[config.mk]
export PLATFORM = sky130hd
export DESIGN_NAME = demux_scan_ctrl
export DESIGN_NICKNAME = d
export VERILOG_FILES = /design/src/rtl/demux_scan_ctrl.sv
export SDC_FILE = /design/constraint.sdc
export NUM_CORES = 1
export LEC_CHECK = 0
export CORE_ASPECT_RATIO = 1.25
export CORE_MARGIN = 1
export CORE_UTILIZATION = 65
export DETAILED_ROUTE_END_ITERATION = 6
export HOLD_SLACK_MARGIN = 0.1
export PLACE_DENSITY = 0.93
export SLEW_MARGIN = 20
export SYNTH_ARGS = -nofsm -noshare
export SYNTH_HDL_FRONTEND = slang
export SYNTH_SLANG_ARGS = --single-unit
export TNS_END_PERCENT = 5
[constraint.sdc]
create_clock -name i_clk -period 16.6 [get_ports i_clk]
set_input_delay 2.49 -clock i_clk [delete_from_list [all_inputs] [get_ports i_clk]]
set_output_delay 2.49 -clock i_clk [all_outputs]
set_load 0.03 [all_outputs]
[src/rtl/demux_scan_ctrl.sv]
// Round-robin scheduler sharing a 3-to-7 active-low demux among seven requesters.
// Define DEMUX_SCAN_BLANK_EN to insert one enable-low BLANK cycle between consecutive grants.
module demux_scan_ctrl #(
  parameter int DWELL = 8
) (
  input  logic       i_clk,
  input  logic       i_rst,
  input  logic [6:0] i_req,
  output logic [2:0] o_sel,
  output logic       o_en,
  output logic [6:0] o_grant_n,
  output logic       o_busy,
  output logic       o_done
);

  localparam int CntW = $clog2(DWELL + 1);
  localparam logic [CntW-1:0] CntLast = CntW'(DWELL - 1);

  typedef enum logic [1:0] {StIdle, StGrant, StBlank} state_e;

  state_e          r_state, w_state_d;
  logic [6:0]      r_req;
  logic [2:0]      r_last, w_last_d;
  logic [2:0]      r_sel, w_sel_d;
  logic [CntW-1:0] r_cnt, w_cnt_d;
  logic            r_en, w_en_d;
  logic [6:0]      r_grant_n, w_grant_n_d;
  logic            r_busy, w_busy_d;
  logic            r_done, w_done_d;
  logic [2:0]      w_pick;
  logic            w_any;
  logic            w_end;
  logic            w_load;

  // Search last+1 .. last+6 first; last itself comes last so it wins only as sole requester.
  function automatic logic [2:0] f_pick(input logic [6:0] req, input logic [2:0] last);
    logic [2:0] pick;
    int         t;
    pick = 3'd0;
    for (int k = 7; k >= 1; k--) begin
      t = (int'(last) + k) % 7;
      if (req[t[2:0]]) pick = t[2:0];
    end
    return pick;
  endfunction

  assign w_pick = f_pick(r_req, r_last);
  assign w_any  = |r_req;
  assign w_end  = (r_cnt == CntLast) || !r_req[r_sel];

  // State register
  always_ff @(posedge i_clk) begin
    if (i_rst) begin
      r_state <= StIdle;
    end else begin
      r_state <= w_state_d;
    end
  end

  // Next-state logic
  always_comb begin
    w_state_d = r_state;
    w_load    = 1'b0;
    case (r_state)
      StIdle: begin
        if (w_any) begin
          w_state_d = StGrant;
          w_load    = 1'b1;
        end
      end
      StGrant: begin
        if (w_end) begin
`ifdef DEMUX_SCAN_BLANK_EN
          w_state_d = StBlank;
`else
          if (w_any) begin
            w_state_d = StGrant;
            w_load    = 1'b1;
          end else begin
            w_state_d = StIdle;
          end
`endif
        end
      end
      StBlank: begin
        if (w_any) begin
          w_state_d = StGrant;
          w_load    = 1'b1;
        end else begin
          w_state_d = StIdle;
        end
      end
      default: w_state_d = StIdle;
    endcase
  end

  // Output logic: next values for the registered outputs
  always_comb begin
    w_sel_d  = r_sel;
    w_last_d = r_last;
    w_cnt_d  = r_cnt;
    if (w_load) begin
      w_sel_d  = w_pick;
      w_last_d = w_pick;
      w_cnt_d  = '0;
    end else if (r_state == StGrant && r_cnt != CntLast) begin
      w_cnt_d = r_cnt + CntW'(1);
    end
    w_en_d      = (w_state_d == StGrant);
    w_busy_d    = (w_state_d != StIdle);
    w_done_d    = (r_state == StGrant) && w_end;
    w_grant_n_d = w_en_d ? ~(7'd1 << w_sel_d) : 7'h7F;
  end

  // Request sampling and output registers
  always_ff @(posedge i_clk) begin
    if (i_rst) begin
      r_req     <= '0;
      r_last    <= 3'd6;
      r_sel     <= 3'd0;
      r_cnt     <= '0;
      r_en      <= 1'b0;
      r_grant_n <= 7'h7F;
      r_busy    <= 1'b0;
      r_done    <= 1'b0;
    end else begin
      r_req     <= i_req;
      r_last    <= w_last_d;
      r_sel     <= w_sel_d;
      r_cnt     <= w_cnt_d;
      r_en      <= w_en_d;
      r_grant_n <= w_grant_n_d;
      r_busy    <= w_busy_d;
      r_done    <= w_done_d;
    end
  end

  assign o_sel     = r_sel;
  assign o_en      = r_en;
  assign o_grant_n = r_grant_n;
  assign o_busy    = r_busy;
  assign o_done    = r_done;

endmodule
## Yosys cells after proc, flatten, opt, wreduce, memory -nomap -nowiden

Cells that the tools add are included.

| storage, ports and cells | value |
|---|---|
| register bits after elaboration | 29 |
| bits of input ports | 9 |
| output and inout port bits | 13 |
| logic and storage cells | 81 |

| operators by class | value |
|---|---|
| add/subtract/negate cells | 8 |
| div/mod/pow operators | 7 |
| $lt $le $gt $ge | 8 |
| eq/ne operators | 5 |
| shifts and indexed selects | 1 |
| multiplexer cells | 31 |
| bitwise gates (word level) | 2 |
| reductions and logical operators | 10 |

Operators by type and width:

| cell | number |
|---|---|
| 32-bit by 4-bit modulo with 32-bit output (second input constant) | 7 |
| 3-bit by 4-bit < comparator with 1-bit output (second input constant) | 8 |
| 1-bit binary-select mux with 3-bit select | 8 |
| 3-bit two-way mux | 8 |
| 3-bit by 3-bit adder with 4-bit output (second input constant) | 4 |
| 1-bit two-way mux | 11 |
| 3-bit by 2-bit adder with 4-bit output (second input constant) | 2 |
| 7-bit NOT | 1 |
| 7-bit OR reduction | 1 |
| 1-bit by 3-bit << shifter with 7-bit output (first input constant) | 1 |
| 2-bit one-hot mux with 3 select lines | 1 |
| 2-bit OR reduction | 3 |
| 3-bit by 1-bit adder with 4-bit output (second input constant) | 1 |
| 4-bit by 1-bit adder with 4-bit output (second input constant) | 1 |
| 2-bit by 1-bit equality test with 1-bit output (second input constant) | 2 |
| 4-bit by 3-bit equality test with 1-bit output (second input constant) | 1 |
| 2-bit two-way mux | 2 |
| 4-bit by 3-bit != test with 1-bit output (second input constant) | 1 |
| 2-bit equality test (second input constant) | 1 |
| 1-bit logical AND | 2 |
| 2-bit zero test | 1 |
| 1-bit one-hot mux with 2 select lines | 1 |
| 2-bit nonzero test | 1 |
| 1-bit zero test | 1 |
| 2 further kinds | 2 |

## Depth between registers and ports, before layout

| depth | value |
|---|---|
| depth after elaboration | 14 |
| mapped depth | 24 |
| depth with buffers taken out | 19 |

## Worst setup path before layout

OpenSTA, ideal clock, no wires.

| timing path | value |
|---|---|
| path type | flip-flop to flip-flop |
| from | register r_last[0] |
| to | register r_grant_n[6] (netlist: o_grant_n[6]) |
| setup time | 0.134 ns |
| arrival | 5.165 ns |
| required time | 16.466 ns |
| slack | 11.301 ns |
| cell stages (with the launch flop) | 22 |
| path buffers | 5 |
| clock period less this slack | 5.299 ns |
| path through | dfxtp_1 buf_4 buf_2 clkbuf_1 buf_1 inv_1 ha_1 ha_1 ha_1 clkbuf_1 a31oi_1 nor2_1 nor4_4 inv_2 ha_1 mux4_2 or3_1 o211ai_1 nand2_1 a2111oi_2 a21oi_2 or4_1 |

| on the way | value |
|---|---|
| longest elaborated chain between the ends | 14 |
| elaborated cells on any way between the ends | 38 |
| those cells by class | 7 x add/sub; 7 x div; 1 x shift; 22 x mux; 1 x bitwise |

RTL lines:

| item | line | text |
|---|---|---|
| start: declaration | 23 | `logic [2:0] r_last, w_last_d;` |
| start signal: assignment | 128 | `r_last <= w_last_d;` |
| 3-bit by 3-bit adder with 4-bit output | 41 | `t = (int'(last) + k) % 7;` |
| 32-bit by 4-bit modulo with 32-bit output | 41 |  |
| 1-bit binary-select mux with 3-bit select | 42 | `if (req[t[2:0]]) pick = t[2:0];` |
| 1-bit two-way mux (not written as such) | 42 |  |
| 3-bit two-way mux (6 in series) | 42 |  |
| 3-bit two-way mux (*) | 42 |  |
| 3-bit two-way mux (*) | 102 | `if (w_load) begin` |
| 1-bit by 3-bit << shifter with 7-bit output (*) | 112 | `w_grant_n_d = w_en_d ? ~(7'd1 << w_sel_d) : 7'h7F;` |
| 7-bit NOT (*) | 112 |  |
| end signal: assignment | 132 | `r_grant_n <= w_grant_n_d;` |
| end: declaration | 27 | `logic [6:0] r_grant_n, w_grant_n_d;` |

Every way passes the cells marked *; elsewhere a longest branch is shown, timed or not. The select of a mux whose other input is x is not followed.
A chain may end at the register's enable or synchronous reset.

## Worst setup path in the final report

| timing path | value |
|---|---|
| from | register r_last[2] |
| to | register r_grant_n[5] (netlist: o_grant_n[5]) |

The elaborated chain is that of the path after synthesis.

==> results.yml <==
logic_synthesis:
  synthTopCellsByArea: "dfxtp_1, ha_1, nand2_1"
  ys_warn_count: 0
  syn_avg_cell_area_um2: 7.877
  synth_cell_types: 85
  synth_ff_type: "dfxtp_1"
  syn_nets: 503
  synthArstFlopShare: 0
  synth_edf_count: 0
  synth_area_mm2: 0.003679
  synth_top_area_cell: "dfxtp_1"
  yosysSeqAreaShare: 0.1578
  netlist.area_leader.share: 0.1578
  syn-instance-count: 467
  synth_seq_cells: 29
drt:
  wl_met2_um: 4886
  met1_length_um: 3808
  ant_nets: 0
  dr_total_vias: 3765
  drc: 0
  highest_layer: "met4"
  routed_wl_um: 9889
  first_pass_iters: 7
  wl_met3_um: 631
  drt_iter0_markers: 233
  wl_per_cell_um: 18.45
  vias_per_cell: 7.024
layout:
  register_area_um2: 580.6
  multiInputGateArea_mm2: 0.002903
  nets: 507
  drive_gt1_frac: 0.09746
  antenna_cells: 0
  fillers: 402
  syn_to_final_growth_pct: 7.007
clock_tree:
  clkLatencyLatePin_ns: 0.28
  numClockSinks: 29
  cts-root-buf: "clkbuf_8"
  cts_made_buffers: 5
  cts_tree: "yes"
  cts.clk_slew.worst_paths_ns: 0.06
  cts_resized: 0
  cts_hold_buf: 0
  cts_setup_buffers: 0
  ctsHtreeMaxLevel: 2
  clock_path_buffers: 2
global_routing:
  grt_pass1_vias: 3639
  grt_usage: 0.3348
  antenna_found_initial: 0
  grt_pass1_wl_um: 16260
  grt_max_degree: 54
  grt_overflow: 0
run:
  cap_violations: 0
critical_path:
  endpoint: "o_grant_n[5]"
  arrival_ns: 5.91
  r2r-end: "o_grant_n[5]"
  worstPathRequired_ns: 16.72
  r2r_start: "r_last[2]"
  critPathLaunch: "r_last[2]"
  r2r_cells: 18
  cp-end-kind: "flip-flop"
  worst-r2r-setup-slack_ns: 10.81
  worstSetupStartpointType: "flip-flop"
  worstSetupPathType: "flip-flop to flip-flop"
  worstPathMaxFanout: 18
floorplanning:
  ios: 22
  core_area_mm2: 0.005443
  die_area_mm2: 0.005966
  die_width_um: 69.29
  rows: 30
  start_util: 0.6759
  die_h_um: 86.11
sta:
  timing.final.crit_period_ns: 5.792
  slew_viol_final: 0
  hold_viol_final: 0
  tns_ns: 0
  tightest_slew_ns: 1.064
  skew_ns: 0.006371
  final.period_utilization: 0.3489
  max_freq_mhz: 172.7
  rsz0062_at_grt: "false"
  setup_viol: 0
  relSlewSlack: 0.2896
placement:
  place_congestion: 1.019
  port_buffers: 21
  dp_hpwl_um: 7369
run_status:
  outcome: "complete, no violations"
min_path:
  hold_path_class: "flip-flop to flip-flop"
[metal layers]
metal,vias to the layer above,GRT usage
li1,1770,-
met1,1741,0.3672
met2,198,0.6019
met3,56,0.03995
met4,0,0.2282
met5,-,0
[state kept, by name (all words and copies together), names as in the netlist]
signal     count
o_grant_n      7
r_req          7
r_cnt          4
o_sel          3
r_last         3
r_state        2
o_busy         1
o_done         1
o_en           1
[Yosys cell counts, types with 7 or more instances]
library cell	instances
a21oi_1	20
a31oi_1	10
a211o_1	8
or3_1	7
a211oi_1	10
and2_1	10
ha_1	27
nor3_1	11
clkbuf_1	12
mux2i_1	10
nand3_1	14
xnor2_1	13
nand2_1	46
dfxtp_1	29
inv_1	13
nor2_1	34
o21ai_0	26
nor2b_1	17
[metrics by stage]
| stage | util | setup WS, ns | area [um^2] | hold WS, ns | instances |
|---|---|---|---|---|---|
| after floorplan | - | 11.30 | 3679 | 0.4899 | 467 |
| after global placement | 0.7080 | 11.26 | 3854 | 0.5067 | 528 |
| after detailed placement | 0.7080 | 11.01 | 3854 | 0.5208 | 528 |
| after CTS | 0.7232 | 10.93 | 3936 | 0.5387 | 536 |
| after global routing | 0.7232 | 10.36 | 3936 | 0.5560 | 536 |
| final | 0.7232 | 10.81 | 3936 | 0.5417 | 536 |
[layout by cell type (no fill, tap or decap), drive strengths merged, types with 5 or more instances in the layout]
master and n:
o22ai 5, nor3 12, o211ai 6, inv 18, or3 7, nand2b 5, mux4 5, nor2 35
a211oi 13, xor2 5, a21oi 21, ha 27, clkbuf 6, dfxtp 29, nand3b 6, o21ai 29
nand3 14, and3 7, a211o 8, or2 5, a31oi 11, xnor2 14, clkdlybuf4s50 21, nand2 46
mux2i 10, mux2 7, nor2b 17, and2 10
[worst max-delay path, stage by stage (launching register included)]
cell	delay, ns
dfxtp_1	1.02
inv_1	0.24
ha_1	0.29
a21oi_1	0.29
inv_1	0.14
ha_1	0.31
a31oi_1	0.17
nor2_1	0.09
nor4_4	0.28
inv_2	0.09
ha_1	0.30
a2111oi_1	0.59
or2_0	0.40
nor3_2	0.11
a211oi_2	0.24
nor2_1	0.11
and3_4	0.19
a211oi_1	0.51
o2111ai_1	0.24
[kinds of logic after synthesis]
group,after synthesis,synth area share
AND/OR/NAND/NOR,181,0.2619
AO/OA/AOI/OAI,145,0.2987
buffers and inverters,43,0.05306
flip-flops,29,0.1578
adder cells (fa/ha/maj),27,0.09184
multiplexers,22,0.08027
XOR/XNOR,19,0.05544
other,1,0.001019
[worst min-delay path by stage]
stage              from        to  slack (ns)  cells past startpoint
2_1_floorplan  r_cnt[3]  r_cnt[3]        0.49                      2
3_3_place_gp   r_cnt[1]  r_cnt[1]        0.51                      2
3_5_place_dp   r_cnt[3]  r_cnt[3]        0.52                      2
4_1_cts        r_cnt[2]  r_cnt[2]        0.54                      2
5_1_grt        r_cnt[2]  r_cnt[2]        0.56                      2
6_report       r_cnt[3]  r_cnt[3]        0.54                      2
[cell type report]
type                            instances  area share
Clock buffer                            6     0.01844
Tap cell                               64     0.02034
Inverter                               18     0.01844
Clock inverter                          2    0.002543
Timing Repair Buffer                   22     0.05531
Sequential cell                        29      0.1475
Multi-Input combinational cell        395      0.7374
Power is not shown: default switching activity piles up to over one toggle a cycle in this logic, so the estimate is an artifact.
